--- src/rtl/ws2812b_pkg.sv ---
// WS2812B line timing shared by the transmitter and the receive decoder.
// High-time thresholds are in clk cycles at 40 MHz.
package ws2812b_pkg;
   localparam int T_HIGH_MIN       = 8;
   localparam int T_BIT_THRESH     = 24;
   localparam int T_HIGH_MAX       = 56;
   localparam int RESET_CYCLES_DEF = 1600;
   localparam int GRB_W            = 24;

   typedef enum logic [2:0] {
      SYNC,
      WAIT_RISE,
      HIGH,
      LOW,
      ERR
   } rx_state_t;
endpackage

--- src/rtl/ws2812b_din_sync.sv ---
// Two-flop synchronizer for the WS2812B line plus one edge-detect register.
// rise/fall are single-cycle strobes aligned with the synchronized level din_s.
module ws2812b_din_sync (
   input  logic clk,
   input  logic res_n,
   input  logic din,
   output logic din_s,
   output logic rise,
   output logic fall
);
   logic din_p0, din_p1, din_p2;

   always_ff @(posedge clk) begin
      if (!res_n) begin
         din_p0 <= 1'b0;
         din_p1 <= 1'b0;
         din_p2 <= 1'b0;
      end else begin
         din_p0 <= din;
         din_p1 <= din_p0;
         din_p2 <= din_p1;
      end
   end

   assign din_s = din_p1;
   assign rise  = din_p1 & ~din_p2;
   assign fall  = ~din_p1 & din_p2;
endmodule

--- src/rtl/ws2812b_rx_decoder.sv ---
// WS2812B receive decoder: measures high pulse widths to recover GRB pixels,
// tracks pixel position per frame and publishes a lit-pixel mask at each reset gap.
module ws2812b_rx_decoder
   import ws2812b_pkg::*;
#(
   parameter int NUM_LEDS     = 12,
   parameter int RESET_CYCLES = RESET_CYCLES_DEF
) (
   input  logic                clk,
   input  logic                res_n,
   input  logic                din,
   output logic [23:0]         pix_data,
   output logic                pix_valid,
   output logic [3:0]          pix_index,
   output logic                frame_done,
   output logic [NUM_LEDS-1:0] rx_led_mask,
   output logic                rx_err
);
   localparam logic [10:0] LOW_LAST = 11'(RESET_CYCLES - 1);

   // Returns {error, bit} for a measured high time (width minus one).
   function automatic logic [1:0] classify(input logic [5:0] cnt);
      if (cnt < 6'(T_HIGH_MIN) || cnt > 6'(T_HIGH_MAX)) return 2'b10;
      else if (cnt < 6'(T_BIT_THRESH))                   return 2'b00;
      else                                               return 2'b01;
   endfunction

   logic din_s, rise, fall;

   ws2812b_din_sync u_sync (
      .clk   (clk),
      .res_n (res_n),
      .din   (din),
      .din_s (din_s),
      .rise  (rise),
      .fall  (fall)
   );

   rx_state_t           state;
   logic [5:0]          high_cnt;
   logic [10:0]         low_cnt;
   logic [4:0]          bit_cnt;
   logic [3:0]          pix_cnt;
   logic                have_pix;
   logic [23:0]         shift;
   logic [NUM_LEDS-1:0] work_mask;
   logic [1:0]          cls;
   logic [23:0]         shift_nx;

   assign cls      = classify(high_cnt);
   assign shift_nx = {shift[22:0], cls[0]};

   always_ff @(posedge clk) begin
      if (!res_n) begin
         state       <= SYNC;
         high_cnt    <= '0;
         low_cnt     <= '0;
         bit_cnt     <= '0;
         pix_cnt     <= '0;
         have_pix    <= 1'b0;
         work_mask   <= '0;
         pix_data    <= '0;
         pix_index   <= '0;
         pix_valid   <= 1'b0;
         frame_done  <= 1'b0;
         rx_err      <= 1'b0;
         rx_led_mask <= '0;
      end else begin
         pix_valid  <= 1'b0;
         frame_done <= 1'b0;
         rx_err     <= 1'b0;
         case (state)
            SYNC, ERR: begin
               if (din_s) low_cnt <= '0;
               else if (low_cnt >= LOW_LAST) begin
                  low_cnt <= '0;
                  state   <= WAIT_RISE;
               end else low_cnt <= low_cnt + 11'd1;
            end
            WAIT_RISE: begin
               if (rise) begin
                  high_cnt <= '0;
                  state    <= HIGH;
               end
            end
            HIGH: begin
               if (fall && !cls[1]) begin
                  shift   <= shift_nx;
                  low_cnt <= '0;
                  state   <= LOW;
                  if (bit_cnt == 5'(GRB_W - 1)) begin
                     bit_cnt   <= '0;
                     pix_data  <= shift_nx;
                     pix_index <= pix_cnt;
                     pix_valid <= 1'b1;
                     have_pix  <= 1'b1;
                     if (pix_cnt != 4'hf) pix_cnt <= pix_cnt + 4'd1;
                     // Positions beyond NUM_LEDS never match, so they leave the mask alone.
                     for (int i = 0; i < NUM_LEDS; i++)
                        if (int'(pix_cnt) == i && shift_nx != '0) work_mask[i] <= 1'b1;
                  end else begin
                     bit_cnt <= bit_cnt + 5'd1;
                  end
               end else if (fall || high_cnt > 6'(T_HIGH_MAX)) begin
                  rx_err    <= 1'b1;
                  work_mask <= '0;
                  bit_cnt   <= '0;
                  pix_cnt   <= '0;
                  pix_index <= '0;
                  have_pix  <= 1'b0;
                  low_cnt   <= '0;
                  state     <= ERR;
               end else if (high_cnt != 6'h3f) begin
                  high_cnt <= high_cnt + 6'd1;
               end
            end
            LOW: begin
               if (rise) begin
                  high_cnt <= '0;
                  state    <= HIGH;
               end else if (low_cnt >= LOW_LAST) begin
                  low_cnt   <= '0;
                  work_mask <= '0;
                  pix_cnt   <= '0;
                  pix_index <= '0;
                  have_pix  <= 1'b0;
                  if (bit_cnt != '0) begin
                     // A gap inside a pixel: drop the whole frame and resynchronise.
                     rx_err  <= 1'b1;
                     bit_cnt <= '0;
                     state   <= ERR;
                  end else begin
                     if (have_pix) begin
                        frame_done  <= 1'b1;
                        rx_led_mask <= work_mask;
                     end
                     state <= WAIT_RISE;
                  end
               end else begin
                  low_cnt <= low_cnt + 11'd1;
               end
            end
            default: state <= SYNC;
         endcase
      end
   end
endmodule

--- config.mk ---
export PLATFORM = sky130hd
export DESIGN_NAME = ws2812b_rx_decoder
export DESIGN_NICKNAME = d
export VERILOG_FILES = /design/src/rtl/ws2812b_pkg.sv /design/src/rtl/ws2812b_din_sync.sv /design/src/rtl/ws2812b_rx_decoder.sv
export SDC_FILE = /design/constraint.sdc
export NUM_CORES = 1
export LEC_CHECK = 0
export CAP_MARGIN = 20
export CORE_ASPECT_RATIO = 1.75
export CORE_UTILIZATION = 55
export DETAILED_ROUTE_END_ITERATION = 8
export GPL_ROUTABILITY_DRIVEN = 0
export HOLD_SLACK_MARGIN = 0.08
export PLACE_DENSITY = 0.86
export SYNTH_ARGS = -nofsm -noshare
export SYNTH_HDL_FRONTEND = slang
export SYNTH_HIERARCHICAL = 1
export SYNTH_SLANG_ARGS = --single-unit
export TNS_END_PERCENT = 1
--- constraint.sdc ---
create_clock -name clk -period 3.8 [get_ports clk]
set_clock_uncertainty 0.2 [all_clocks]
set_input_delay 0.76 -clock clk [delete_from_list [all_inputs] [get_ports clk]]
set_output_delay 0.76 -clock clk [all_outputs]
set_load 0.02 [all_outputs]
==> results of run 1 <==
flip-flops by register name, indices dropped and copies added (netlist names), 3 cells and up:
register	flops
bit_cnt	5
state	3
pix_cnt	4
pix_index	4
low_cnt	11
high_cnt	6
pix_data	24
rx_led_mask	12
shift	23
work_mask	12
per-stage QoR:
stage	total power (uW)	area (um^2)	utilization (%)	setup slack, ns	hold slack, ns
global route	2280	5630	67.3	0.829	0.273
floorplan	1250	4760	-	0.696	0.212
finish	2220	5630	67.3	1.08	0.240
CTS	2240	5630	67.3	1.10	0.243
detailed placement	1270	5320	63.5	1.00	0.227
global placement	1260	5310	63.5	1.02	0.217
per-layer routing:
layer | share of wire, % | track usage, %
met1 | 38 | 27.2
met2 | 53 | 41.9
met3 | 4.5 | 5.00
met4 | 4.0 | 16.3
met5 | 0 | 0
layout by cell type (no fill, tap or decap), types with 3 or more instances in the layout:
master	count
nand4_1	8
edfxtp_1	23
and3_1	3
clkbuf_16	9
clkdlybuf4s50_1	45
o31ai_1	4
o21ai_0	33
nand2_1	21
o211ai_1	3
and2_1	6
nor2_1	51
buf_4	10
nor3_1	12
nand3_1	44
mux2i_1	18
xor2_1	5
or4_1	6
nor2b_1	4
o21a_1	4
or3_1	5
o2bb2ai_1	3
ha_1	8
a211oi_1	17
a21oi_1	47
o31a_1	3
xnor2_1	4
nor4_1	4
inv_1	13
dfxtp_1	88
logic make-up after synthesis:
kind of cell / count (synthesis) / share of synthesized area (%)
compound gates: 136 / 17.9
xor+xnor: 9 / 1.66
fa+ha+maj: 8 / 2.10
buf+inv: 42 / 3.55
flops: 111 / 51.6
mux: 18 / 3.79
simple gates: 181 / 19.4
where the power goes:
part | internal [uW] | switching [uW] | total, uW | leakage [uW]
clock network | 577 | 403 | 980 | 0.000153
logic | 11.1 | 23.4 | 34.5 | 0.000747
registers | 1200 | 3.77 | 1200 | 0.000916
final cells by class:
cell class	count	share of cell area, %
clock buffer	10	4.07
timing repair buffer	56	9.42
clock inverter	6	1.49
inverter	13	0.867
tap	115	2.56
multi-input combinational	352	38.0
sequential	111	43.6
path summary, 6_finish.rpt:
check        slack, ns                 endpoint  cells past startpoint                startpoint
max reg2reg       1.08      shift[15]$_DFFE_PP_                      5     state[1]$_SDFFE_PN0P_
min reg2reg       0.24  u_sync/din_s$_SDFF_PN0_                      1  u_sync/din_p0$_SDFF_PN0_
max               1.08      shift[15]$_DFFE_PP_                      5     state[1]$_SDFFE_PN0P_
min               0.24  u_sync/din_s$_SDFF_PN0_                      1  u_sync/din_p0$_SDFF_PN0_
worst register-to-register path, stage by stage, from the launching register on:
cell and delay (ns):
dfxtp_1 0.51, or2b_1 0.31, or2_2 0.33, or2_1 0.52, nor2_1 0.28, buf_4 0.26
==> results.json, run 1 <==
{
  "coreArea_um2": 8370,
  "tightest_slew_ns": 0.765,
  "routed_wl_um": 10400,
  "synth_common_cells": "dfxtp_1 (88), nor2_1 (51), a21oi_1 (47), nand3_1 (44), o21ai_0 (33)",
  "pin_count": 46,
  "instances_no_fill": 663,
  "drtAntennaViolNets": 0,
  "required_ns": 3.64,
  "cts_hold_buf": 0,
  "startpoint_type": "register",
  "fin_nets": 554,
  "die_area_um2": 9040,
  "synth_warnings": 6,
  "layout-drive-gt1-share_pct": 6.39,
  "start_util_pct": 56.8,
  "finalSetupViolCount": 0,
  "hpwl_um": 7300,
  "seqCellArea_um2": 2450,
  "ys_seq_area_share_pct": 51.6,
  "gr-total-overflow": 0,
  "drv_slew": 0,
  "status": "finished, final reports clean",
  "crit_path_end_kind": "register",
  "cts.path.max_buffers": 2,
  "hold_viol": 0,
  "track_usage_pct": 24.7,
  "clk_pin_slew_ns": 0.06,
  "timing.final.crit_share_pct": 71.5,
  "vdd_drop_max_mv": 0.259,
  "crit_fanout": 27,
  "crit_buf_inv": 1,
  "crit_type": "reg -> reg",
  "rsz0062_at_grt": "false",
  "multi_input_area_um2": 2140,
  "synth_ff_type": "dfxtp_1",
  "chipWidth_um": 72.3,
  "firstDrtPassIters": 5,
  "synth.most_common_cell": "dfxtp_1",
  "slowest_delay_ns": 0.52,
  "die_h_um": 125,
  "crit_chain": "or2b_1 > or2_2 > or2_1 > nor2_1 > buf_4",
  "holdCritPathClass": "reg -> reg",
  "dr_total_vias": 3994,
  "grt_pass1_wl_um": 17400,
  "critical_path.top_delay_family": "simple AND/OR/NAND/NOR gates",
  "wire_per_inst_um": 15.6,
  "cts_htree_levels": 3,
  "cts_buffers": 9,
  "yosys.area.top_type_share_pct": 37.0,
  "final.fill_count": 689,
  "fmaxAchievable_ghz": 0.368,
  "cts_tree": "done",
  "p_per_area_nw_per_um2": 394,
  "syn_nets": 516,
  "root_buffer": "clkbuf_16",
  "critPathSlowestCell": "or2_1",
  "relSlewSlack_pct": 49.0,
  "netlist_instances": 505,
  "drcViolationCount": 0,
  "grt_max_degree": 33,
  "power_leakage_uw": 0.00182,
  "grt_pass1_vias": 3861,
  "cts.sinks": 111,
  "worst_ep_arrival_time_ns": 2.56,
  "period_needed_ns": 2.72,
  "vias_per_cell": 6.02,
  "postCtsResizedCells": 0,
  "num_antenna_cells": 0,
  "synth_cell_types": 60,
  "antenna_found_initial": 0,
  "drt_iter0_drc": 334,
  "ys_ff_latch": 111,
  "synth_edf_count": 23,
  "syn-cell-area_um2": 4760,
  "yosysTopAreaCell": "dfxtp_1",
  "ys_async_sr_fraction_pct": 0,
  "syn2layout_area_growth_pct": 18.3,
  "fp-row-count": 44,
  "portBuffers": 45,
  "post_cts_buffers": 0,
  "syn_area_per_cell_um2": 9.42,
  "finalSetupTns_ns": 0,
  "synth_area_leaders": "dfxtp_1 (37%), edfxtp_1 (15%), a21oi_1 (4.9%)",
  "cap_violations": 0,
  "clkLatencyLatePin_ns": 0.35,
  "dp_cells": 647
}
No activity file was read; power rests on OpenSTA's default activity.
==> run 2: changes to the inputs <==
==> constraint.sdc (replaced) <==
create_clock -name clk -period 2.6 [get_ports clk]
set_clock_uncertainty 0.2 [all_clocks]
set_input_delay 0.52 -clock clk [delete_from_list [all_inputs] [get_ports clk]]
set_output_delay 0.52 -clock clk [all_outputs]
set_load 0.02 [all_outputs]
==> results.json, run 2 (same netlist as run 1, synthesis figures left out) <==
{
  "finalSetupTns_ns": 0,
  "crit_path_end_kind": "register",
  "firstDrtPassIters": 5,
  "power_leakage_uw": 0.00186,
  "num_antenna_cells": 0,
  "seqCellArea_um2": 2450,
  "post_cts_buffers": 0,
  "drv_slew": 0,
  "pin_count": 46,
  "gr-total-overflow": 0,
  "reg_top3": "pix_data (24), shift (23)",
  "portBuffers": 45,
  "cts.path.max_buffers": 2,
  "cts_buffers": 9,
  "drt_iter0_drc": 441,
  "start_util_pct": 56.8,
  "startpoint_type": "register",
  "cts.sinks": 111,
  "clk_pin_slew_ns": 0.07,
  "timing.final.crit_share_pct": 97.5,
  "cts_tree": "done",
  "die_h_um": 125,
  "root_buffer": "clkbuf_16",
  "die_area_um2": 9040,
  "syn2layout_area_growth_pct": 20.6,
  "cap_violations": 0,
  "clkLatencyLatePin_ns": 0.35,
  "grt_pass1_wl_um": 18300,
  "rsz0062_at_grt": "false",
  "relSlewSlack_pct": 55.8,
  "cts_hold_buf": 0,
  "drcViolationCount": 0,
  "p_per_area_nw_per_um2": 568,
  "fp-row-count": 44,
  "routed_wl_um": 10900,
  "chipWidth_um": 72.3,
  "finalSetupViolCount": 0,
  "final.fill_count": 636,
  "coreArea_um2": 8370,
  "layout-drive-gt1-share_pct": 8.59,
  "grt_max_degree": 26,
  "hold_viol": 0,
  "cts_htree_levels": 3,
  "multi_input_area_um2": 2150,
  "track_usage_pct": 25.5,
  "crit_type": "reg -> reg",
  "postCtsResizedCells": 0,
  "wire_per_inst_um": 16.2,
  "worst_ep_arrival_time_ns": 2.62,
  "holdCritPathClass": "reg -> reg",
  "period_needed_ns": 2.53,
  "fmaxAchievable_ghz": 0.395,
  "layout_common_cells": "dfxtp_1 (88), nor2_1 (50), a21oi_1 (47)",
  "grt_pass1_vias": 4003,
  "vias_per_cell": 6.05,
  "fin_nets": 565,
  "drtAntennaViolNets": 0,
  "hold_ws_ns": 0.262,
  "largest_register": "pix_data",
  "status": "finished, final reports clean",
  "dr_total_vias": 4075,
  "hpwl_um": 7700,
  "antenna_found_initial": 0,
  "final_common_cell": "dfxtp_1",
  "tightest_slew_ns": 0.658,
  "vdd_drop_max_mv": 0.435,
  "largest_register_ffs": 24,
  "crit_fanout": 9,
  "required_ns": 2.69
}
==> run 2: changes by cell type in the layout (fill, tap and decap cells not counted), sizes merged <==
cell | before | now
clkinv | 3 | 2
buf | 11 | 22
clkinvlp | 0 | 1
==> run 2: path summary, 6_finish.rpt <==
path	slack, ns	end	cells after the start	startpoint
setup / recovery	0.07	pix_cnt[3]$_SDFFE_PN0P_	6	u_sync/din_s$_SDFF_PN0_
hold / removal	0.26	pix_index[2]$_SDFFE_PN0P_	2	pix_index[2]$_SDFFE_PN0P_
setup reg to reg	0.07	pix_cnt[3]$_SDFFE_PN0P_	6	u_sync/din_s$_SDFF_PN0_
hold reg to reg	0.26	pix_index[2]$_SDFFE_PN0P_	2	pix_index[2]$_SDFFE_PN0P_
==> run 2: layer usage <==
metal	vias up	global-route usage, %	routed length (um)	share of wire (%)
met5	-	0	0	0
met4	0	15.1	446	4.1
met3	35	4.92	383	3.5
met2	142	44.6	5900	54
met1	1944	27.6	4160	38
li1	1954	-	-	-
==> run 2: final cells by class <==
| type | count | share of cell area [%] |
|---|---|---|
| Clock inverter | 6 | 1.46 |
| Inverter | 13 | 0.851 |
| Clock buffer | 10 | 3.99 |
| Multi-Input combinational cell | 352 | 37.5 |
| Timing Repair Buffer | 67 | 10.9 |
| Tap cell | 115 | 2.51 |
| Sequential cell | 111 | 42.7 |
==> run 2: metrics by stage <==
stage / instances / util (%) / cell area [um^2] / setup slack (ns) / power [uW]
after floorplan: 505 / - / 4760 / 0.183 / 1830
after global placement: 658 / 64.8 / 5420 / 0.205 / 1850
after detailed placement: 658 / 64.8 / 5420 / 0.0976 / 1850
after CTS: 674 / 68.5 / 5730 / 0.0773 / 3280
after global routing: 674 / 68.6 / 5740 / 0.00651 / 3350
final: 674 / 68.6 / 5740 / 0.0660 / 3260
==> run 2: power by group <==
group / switching, uW / total, uW / internal, uW / leakage, uW
clock: 603 / 1440 / 842 / 0.000148
sequential: 5.56 / 1760 / 1750 / 0.000916
combinational: 35.8 / 53.5 / 17.7 / 0.000800
total: 644 / 3260 / 2610 / 0.00186
==> run 2: critical path, cell delays in order (launching register included) <==
cell,delay (ns)
dfxtp_1,0.36
nor2b_2,0.20
and4bb_4,0.35
or3b_4,0.41
a2bb2oi_2,0.19
o21ai_0,0.47
o221a_2,0.28
==> run 3: changes to the inputs <==
--- a/config.mk
+++ b/config.mk
@@ -6,14 +6,15 @@
 export NUM_CORES = 1
 export LEC_CHECK = 0
 export CAP_MARGIN = 20
+export CELL_PAD_IN_SITES_DETAIL_PLACEMENT = 1
+export CELL_PAD_IN_SITES_GLOBAL_PLACEMENT = 1
 export CORE_ASPECT_RATIO = 1.75
-export CORE_UTILIZATION = 55
+export CORE_UTILIZATION = 44
 export DETAILED_ROUTE_END_ITERATION = 8
 export GPL_ROUTABILITY_DRIVEN = 0
 export HOLD_SLACK_MARGIN = 0.08
-export PLACE_DENSITY = 0.86
+export PLACE_DENSITY = 0.88
 export SYNTH_ARGS = -nofsm -noshare
 export SYNTH_HDL_FRONTEND = slang
-export SYNTH_HIERARCHICAL = 1
 export SYNTH_SLANG_ARGS = --single-unit
 export TNS_END_PERCENT = 1
==> results.json, run 3 <==
{
  "status": "finished, final reports clean",
  "syn_area_per_cell_um2": 9.75,
  "final.fill_count": 1171,
  "die_h_um": 139,
  "crit_path_end_kind": "register",
  "pin_count": 46,
  "die_area_um2": 11200,
  "chipWidth_um": 80.4,
  "fp-row-count": 49,
  "relSlewSlack_pct": 59.5,
  "critPathSlowestCell": "dfxtp_1",
  "largest_register_ffs": 24,
  "cts_htree_levels": 3,
  "synth_xor_area_share_pct": 1.85,
  "cts_tree": "done",
  "startpoint_type": "register",
  "ys_async_sr_fraction_pct": 0,
  "largest_register": "pix_data",
  "fmaxAchievable_ghz": 0.412,
  "seqPwrFrac_pct": 55.2,
  "final_util_pct": 54.5,
  "hold_viol": 0,
  "drt_iter0_drc": 244,
  "synth_top_family_by_area": "compound AO/OA/AOI/OAI gates",
  "start_util_pct": 45.6,
  "cts_hold_buf": 0,
  "p_sw_share_pct": 23.1,
  "rsz0062_at_grt": "false",
  "wire_per_inst_um": 19.9,
  "ys_seq_area_share_pct": 51.9,
  "grt_pass1_wl_um": 21500,
  "finalWorstSetupSlack_ns": 0.173,
  "cts.path.max_buffers": 2,
  "clkLatencyLatePin_ns": 0.35,
  "cts_buffers": 9,
  "yosys.area.top_type_share_pct": 37.3,
  "synth_mux_area_share_pct": 3.60,
  "synth-adder-area-share_pct": 2.12,
  "holdCritPathClass": "reg -> reg",
  "crit_fanout": 20,
  "syn_nets": 496,
  "track_usage_pct": 24.9,
  "stdcell_area_um2": 5640,
  "synth_compound_area_share_pct": 19.2,
  "cp.depth": 6,
  "clk_pin_slew_ns": 0.08,
  "post_cts_buffers": 0,
  "fin_nets": 541,
  "required_ns": 2.66,
  "vdd_drop_max_mv": 0.406,
  "synth_cell_types": 60,
  "p_clk_share_pct": 43.0,
  "period_needed_ns": 2.43,
  "synth_ff_type": "dfxtp_1",
  "dr_total_vias": 4050,
  "pre_cts_slack_ns": 0.268,
  "coreArea_um2": 10400,
  "p_int_uw": 2450,
  "p_comb_share_pct": 1.8,
  "synth_common_cells": "dfxtp_1 (88), a21oi_1 (44), o21ai_0 (40), nand3_1 (37), nor2_1 (31)",
  "critical_path.top_delay_family": "simple AND/OR/NAND/NOR gates",
  "postCtsResizedCells": 0,
  "vias_per_cell": 6.12,
  "p_switching_uw": 736,
  "power_leakage_uw": 0.00181,
  "portBuffers": 45,
  "hold_ws_ns": 0.245,
  "netlist_instances": 485,
  "firstDrtPassIters": 4,
  "final_common_cell": "dfxtp_1",
  "grt_pass1_vias": 4308,
  "crit_buf_inv": 1,
  "whs_path_depth": 1,
  "synth.most_common_cell": "dfxtp_1",
  "cts.sinks": 111,
  "grt_max_degree": 36,
  "drtAntennaViolNets": 0,
  "reg_top3": "pix_data (24), shift (23)",
  "synth_area_leaders": "dfxtp_1 (37%), edfxtp_1 (15%), a21oi_1 (4.7%)",
  "synthSimpleGateAreaFrac_pct": 17.4,
  "layout_common_cells": "dfxtp_1 (88), clkdlybuf4s50_1 (45), a21oi_1 (44)",
  "worst_ep_arrival_time_ns": 2.48,
  "finalSetupTns_ns": 0,
  "finalSetupViolCount": 0,
  "crit_chain": "and3b_1 > o211ai_1 > and3_1 > buf_4 > nand3_1 > a21oi_1",
  "routed_wl_um": 13200,
  "placed_area_um2": 5350,
  "gr-total-overflow": 0,
  "crit_type": "reg -> reg",
  "timing.final.crit_share_pct": 93.3,
  "p_per_area_nw_per_um2": 564,
  "cap_violations": 0,
  "yosysTopAreaCell": "dfxtp_1",
  "tightest_slew_ns": 0.607,
  "root_buffer": "clkbuf_16",
  "drcViolationCount": 0,
  "num_antenna_cells": 0,
  "ys_ff_latch": 111,
  "syn2layout_area_growth_pct": 19.4,
  "synth_edf_count": 23,
  "antenna_found_initial": 0,
  "slowest_delay_ns": 0.61,
  "layout-drive-gt1-share_pct": 8.41,
  "hpwl_um": 9430,
  "syn-cell-area_um2": 4730,
  "synth_warnings": 0,
  "drv_slew": 0,
  "r2r_cells": 6
}
run 3: cell count changes after synthesis, moves of 7 or more:
cell	previous run	this run
nor2_1	51	31
a31oi_1	1	15
a211oi_1	17	7
clkbuf_1	24	15
o2bb2ai_1	3	11
nand3_1	44	37
o21ai_0	33	40
run 3: final cells by class:
cell class | count | area (um^2) | area share (%)
clock buffers | 10 | 229 | 4.06
clock inverters | 6 | 62.6 | 1.11
inverters | 11 | 41.3 | 0.732
multi-input cells | 335 | 2100 | 37.2
flip-flops and latches | 111 | 2450 | 43.4
well taps | 127 | 159 | 2.82
repair buffers | 62 | 603 | 10.7
run 3: cells by family after synthesis:
kind of cell / count (synthesis)
buffers and inverters: 39
adders and majority gates: 8
AOI/OAI and AO/OA: 143
xor gates and xnor gates: 10
muxes: 17
and+or+nand+nor: 157
DFF: 111
run 3: per-layer routing:
metal  share of wire, %  vias up  GRT usage [%]
li1                   -     1887              -
met1                 38     2025           25.2
met2                 55       98           46.7
met3                2.4       40           3.55
met4                4.4        0           13.4
met5                  0        -              0
run 3: worst paths after layout:
check,from,end,slack (ns)
hold reg to reg,u_sync.din_p0$_SDFF_PN0_,u_sync.din_s$_SDFF_PN0_,0.25
setup / recovery,state[2]$_SDFFE_PN0P_,pix_data[16]$_SDFFE_PN0P_,0.17
hold / removal,u_sync.din_p0$_SDFF_PN0_,u_sync.din_s$_SDFF_PN0_,0.25
setup reg to reg,state[2]$_SDFFE_PN0P_,pix_data[16]$_SDFFE_PN0P_,0.17
run 3: through the flow:
stage / instances / total power [uW]
2_1_floorplan: 485 / 1830
3_3_place_gp: 646 / 1850
3_5_place_dp: 646 / 1860
4_1_cts: 662 / 3200
5_1_grt: 662 / 3280
6_report: 662 / 3190
run 3: power groups by stage:
stage          clock [uW]  sequential, uW  combinational (uW)
3_5_place_dp            0            1800                56.1
6_report             1370            1760                56.3
3_3_place_gp            0            1800                53.8
2_1_floorplan           0            1800                35.9
4_1_cts              1390            1760                56.4
5_1_grt              1460            1760                60.8
